## config.mk

```make
export PLATFORM = sky130hd
export DESIGN_NAME = mux_scan_ctrl
export DESIGN_NICKNAME = d
export VERILOG_FILES = /design/src/rtl/mux_scan_ctrl_pkg.sv /design/src/rtl/mux_scan_ctrl_dwell_counter.sv /design/src/rtl/mux_scan_ctrl.sv
export SDC_FILE = /design/constraint.sdc
export NUM_CORES = 1
export LEC_CHECK = 0
export CORE_UTILIZATION = 45
export DETAILED_ROUTE_END_ITERATION = 8
export GPL_TIMING_DRIVEN = 1
export PLACE_DENSITY_LB_ADDON = 0.08
export SKIP_CTS_REPAIR_TIMING = 1
export SYNTH_ARGS = -nofsm -noshare
export SYNTH_HDL_FRONTEND = slang
export SYNTH_SLANG_ARGS = --single-unit
```

## constraint.sdc

```tcl
create_clock -name clk -period 2.1 [get_ports clk]
set_input_delay 0.42 -clock clk [delete_from_list [all_inputs] [get_ports clk]]
set_output_delay 0.42 -clock clk [all_outputs]
set_load 0.01 [all_outputs]
```

## src/rtl/mux_scan_ctrl_pkg.sv

```systemverilog
// mux_scan_ctrl_pkg
// Shared definitions for the mux/demux channel scanners:
//   - scan_state_t : two-state scanner encoding (IDLE / SCAN)
//   - DEF_SEL_W    : default select width (8 channels)
//   - DEF_DWELL    : default dwell cycles per channel
//   - DWELL_CNT_W  : dwell counter width, wide enough for the 1..255 dwell range
package mux_scan_ctrl_pkg;

    typedef enum logic {
        IDLE = 1'b0,
        SCAN = 1'b1
    } scan_state_t;

    localparam int DEF_SEL_W   = 3;
    localparam int DEF_DWELL   = 4;
    localparam int DWELL_CNT_W = 8;

endpackage

```

## src/rtl/mux_scan_ctrl_dwell_counter.sv

```systemverilog
// mux_dwell_counter
// Counts the cycles a channel is held on the select lines and flags the final
// dwell cycle, at which the scanner samples and advances.
// Ports:
//   clk   in  system clock
//   rst_n in  synchronous active-low reset
//   clr   in  synchronous clear (scanner idle or aborting)
//   en    in  count enable (scanner active)
//   last  out high while the count sits on its final dwell cycle
module mux_dwell_counter
    import mux_scan_ctrl_pkg::*;
#(
    parameter int DWELL = DEF_DWELL
) (
    input  logic clk,
    input  logic rst_n,
    input  logic clr,
    input  logic en,
    output logic last
);

    localparam logic [DWELL_CNT_W-1:0] LAST_CNT = DWELL_CNT_W'(DWELL - 1);

    logic [DWELL_CNT_W-1:0] dcnt;

    always_ff @(posedge clk) begin
        if (!rst_n || clr) begin
            dcnt <= '0;
        end else if (en) begin
            if (last) begin
                dcnt <= '0;
            end else begin
                dcnt <= dcnt + DWELL_CNT_W'(1);
            end
        end
    end

    // With DWELL=1 the count never leaves zero, so every cycle is final.
    assign last = (dcnt == LAST_CNT);

endmodule

```

## src/rtl/mux_scan_ctrl.sv

```systemverilog
// mux_scan_ctrl
// Steps the select of an external N_CH:1 mux through every channel, dwells
// DWELL cycles per channel, samples the mux output on the last dwell edge and
// packs the samples into a frame offered on a valid/ready handshake.
// Ports:
//   clk         in  system clock
//   rst_n       in  synchronous active-low reset
//   start       in  begin a scan (IDLE only)
//   mode        in  0 = single scan, 1 = continuous
//   abort       in  stop the scan, discarding the partial frame
//   sel         out registered mux select
//   mux_out     in  mux output for the current sel
//   frame       out assembled samples, bit k = channel k
//   frame_valid out frame holds unconsumed data
//   frame_ready in  consumer accepts the frame
//   busy        out scanner is in SCAN
//   overflow    out sticky: an unconsumed frame was overwritten
module mux_scan_ctrl
    import mux_scan_ctrl_pkg::*;
#(
    parameter int SEL_W = DEF_SEL_W,
    parameter int DWELL = DEF_DWELL
) (
    input  logic                  clk,
    input  logic                  rst_n,
    input  logic                  start,
    input  logic                  mode,
    input  logic                  abort,
    output logic [SEL_W-1:0]      sel,
    input  logic                  mux_out,
    output logic [(1<<SEL_W)-1:0] frame,
    output logic                  frame_valid,
    input  logic                  frame_ready,
    output logic                  busy,
    output logic                  overflow
);

    localparam int N_CH = 1 << SEL_W;

    scan_state_t      state;
    scan_state_t      state_nxt;
    logic [SEL_W-1:0] ch;
    logic [N_CH-1:0]  shadow;
    logic [N_CH-1:0]  frame_nxt;
    logic             scanning;
    logic             dwell_last;
    logic             sample;
    logic             last_ch;
    logic             load;

    assign scanning = (state == SCAN);
    // abort outranks a coincident sample: the partial frame is dropped.
    assign sample   = scanning && !abort && dwell_last;
    assign last_ch  = (ch == {SEL_W{1'b1}});
    assign load     = sample && last_ch;

    // ch is held at zero whenever the scanner is idle, so it doubles as the
    // registered select.
    assign sel = ch;

    mux_dwell_counter #(
        .DWELL (DWELL)
    ) u_dwell (
        .clk   (clk),
        .rst_n (rst_n),
        .clr   (!scanning || abort),
        .en    (scanning),
        .last  (dwell_last)
    );

    // State register
    always_ff @(posedge clk) begin
        if (!rst_n) begin
            state <= IDLE;
        end else begin
            state <= state_nxt;
        end
    end

    // Next-state logic; mode is only consulted on the final-channel sample.
    always_comb begin
        state_nxt = state;
        case (state)
            IDLE: begin
                if (start && !abort) begin
                    state_nxt = SCAN;
                end
            end
            SCAN: begin
                if (abort) begin
                    state_nxt = IDLE;
                end else if (load && !mode) begin
                    state_nxt = IDLE;
                end
            end
            default: state_nxt = IDLE;
        endcase
    end

    // Outputs decoded from state
    always_comb begin
        busy = (state == SCAN);
    end

    // Channel counter and per-channel shadow samples
    always_ff @(posedge clk) begin
        if (!rst_n) begin
            ch     <= '0;
            shadow <= '0;
        end else if (scanning && abort) begin
            ch     <= '0;
            shadow <= '0;
        end else if (sample) begin
            shadow[ch] <= mux_out;
            ch         <= ch + SEL_W'(1);
        end
    end

    // The last channel goes straight into the frame, bypassing the shadow.
    always_comb begin
        frame_nxt           = shadow;
        frame_nxt[N_CH-1]   = mux_out;
    end

    // Frame hand-off; a load on the same edge as a consume keeps valid high.
    always_ff @(posedge clk) begin
        if (!rst_n) begin
            frame       <= '0;
            frame_valid <= 1'b0;
            overflow    <= 1'b0;
        end else if (load) begin
            frame       <= frame_nxt;
            frame_valid <= 1'b1;
            if (frame_valid && !frame_ready) begin
                overflow <= 1'b1;
            end
        end else if (frame_valid && frame_ready) begin
            frame_valid <= 1'b0;
        end
    end

endmodule

```

==> impl_metrics.toml <==
[synthesis]
synth_most_common_cell = "nand2_1"
synth_seq_cells = 29
synthTopCellsByArea = "dfxtp_1, mux2i_1, nand2_1"
synth_flop_cell = "dfxtp_1"
netlist_area_um2 = 1378
ys_warn_count = 0
synth_area_per_cell_um2 = 9.566
synth_top_area_cell = "dfxtp_1"
syn_nets = 154
synth_common_cells = "nand2_1, dfxtp_1, mux2i_1"
seq_area_frac_synth = 0.4214
synth_top_area_share = 0.4214
synthArstFlopShare = 0
synthCells = 144
synth_edf_count = 0
synth_cell_types = 36

[global_route]
grt_pass1_wl_um = 4526
gr-total-overflow = 0
grt_start_max_net_pins = 18
grt_pass1_vias = 1014
antenna_found_initial = 0
track_usage = 0.1773

[sta]
slew_headroom = 0.6006
setup_slack_ps = 139.8
setup_tns_ps = 0
fin_crit_ps = 1960
finalSetupViolCount = 0
period_share = 0.9334
whs_ps = 459.6
rsz0062_at_grt = "no"
slew_viol_final = 0
skew_ps = 14.12
fmax_ghz = 0.5101
tightestPinTransition_ps = 593.6
hold_viol_final = 0

[routing]
antenna_left = 0
num_vias = 1103
wl_met1_um = 1322
wl_um = 2583
via_per_inst = 5.543
wire_per_inst_um = 12.98
dr_wl_met3_um = 149
drc = 3
firstDrtPassIters = 7
wl_met2_um = 1076
top_layer = "met4"
drt-initial-drc-count = 36

[outcome]
violations = "design-rule violations"
status = "finished, violations left"

[worst_setup_path]
r2r_slack_ps = 440
required_ps = 1680
cp.arrival_ps = 1540
cp_slowest_cell = "clkdlybuf4s50_1"
crit_type = "reg -> out"
cpPeakStageDelay_ps = 630
worstSetupStartpointType = "flop"
cp_cell_sequence = "clkdlybuf4s50_1"
cp-end-kind = "output pin"
worstPathMaxFanout = 13
crit_family = "buffers and inverters"
critPathBufInv = 1

[floorplanning]
die_width_um = 57.33
fp.dieArea_um2 = 3287
initial_core_util = 0.4870
io_pins = 21
coreArea_um2 = 2829
core.rowCount = 19
die_y_um = 57.33

[cts]
clock_tree.buffer_depth = 2
root_buffer = "clkbuf_4"
htreeDepth = 2
cts.reportedPaths.clkPinSlew_ps = 100
numCtsBuffers = 5
cts_tree = "yes"
cts_sinks = 29
clk_latency_ps = 330

[power_and_ir_drop]
leakage_nw = 0.5847
power_uw = 920.5
powerDensity_nw_per_um2 = 563.3
ir_drop_uv = 237.8

[cells_and_area]
utilization = 0.5776
n_antenna_cell = 0
fin_cells = 199
area_growth_pct = 18.62
drive_above_1_share = 0.1250
final_nets = 177
fin_area_um2 = 1634

[place]
port_buffers = 20
dpl_cell_area_um2 = 1579
hpwl_um = 1849
place_inst = 191
gp_congestion = 0.7785
place_ws_ps = 239.3

[min_path]
hold_path.class = "reg -> reg"

[job]
maxCapViolations = 0
-- area by class of cell --
type                       count  area [um2]
fill                         266        1195
multi-input combinational    105       721.9
sequential                    29       580.6
timing repair buffer          24       230.2
tap                           31       38.79
clock buffer                   5       37.54
clock inverter                 3       17.52
inverter                       2       7.507
-- worst paths after layout --
| kind | startpoint | end | depth (start not counted) |
|---|---|---|---|
| worst min-delay path | frame[4]$_SDFFE_PN0P_ | frame[4]$_SDFFE_PN0P_ | 2 |
| worst max register to register | busy$_SDFF_PN0_ | u_dwell.dcnt[7]$_SDFFE_PP0P_ | 3 |
| worst min register to register | frame[4]$_SDFFE_PN0P_ | frame[4]$_SDFFE_PN0P_ | 2 |
| worst max-delay path | busy$_SDFF_PN0_ | busy | 1 |
-- kinds of logic (layout without fill, tap and decap cells) --
kind of cell | Yosys count | in the layout | share of synthesized area
buffers and inverters | 10 | 34 | 0.05449
multiplexers | 18 | 18 | 0.1308
AND/OR/NAND/NOR | 67 | 67 | 0.2825
flip-flops | 29 | 29 | 0.4214
XOR/XNOR | 3 | 3 | 0.01908
AO/OA/AOI/OAI | 14 | 14 | 0.06450
adder cells (fa/ha/maj) | 3 | 3 | 0.02725
-- cell usage in the layout (no fill, tap or decap), drive strengths merged, types with 2 or more instances in the layout --
master         count
nor4               2
inv                2
buf                4
nand2             32
nor2b              2
o21ai              4
ha                 3
clkdlybuf4s50     20
xor2               2
nand3              2
nand4b             5
nor3               3
a31o               2
nand4              6
clkinv             2
dfxtp             29
a21oi              4
mux2i             18
nor2               4
clkbuf             5
or3                4
-- state kept, by name (all words and copies together) (netlist names) --
name          cells
u_dwell.dcnt      8
shadow            7
busy              1
frame             8
overflow          1
sel               3
frame_valid       1
-- power by group --
part,switching (mW),internal (mW),total (mW)
Sequential,0.00323,0.551,0.554
Combinational,0.0204,0.0205,0.0409
Clock,0.200,0.126,0.326
Total,0.224,0.697,0.921
-- routing by layer --
layer  vias up  track usage
li1        555            -
met1       513       0.2422
met2        29       0.2639
met3         6      0.05669
met4         0      0.06272
met5         -            0
Power figures use the tool's default switching activity.
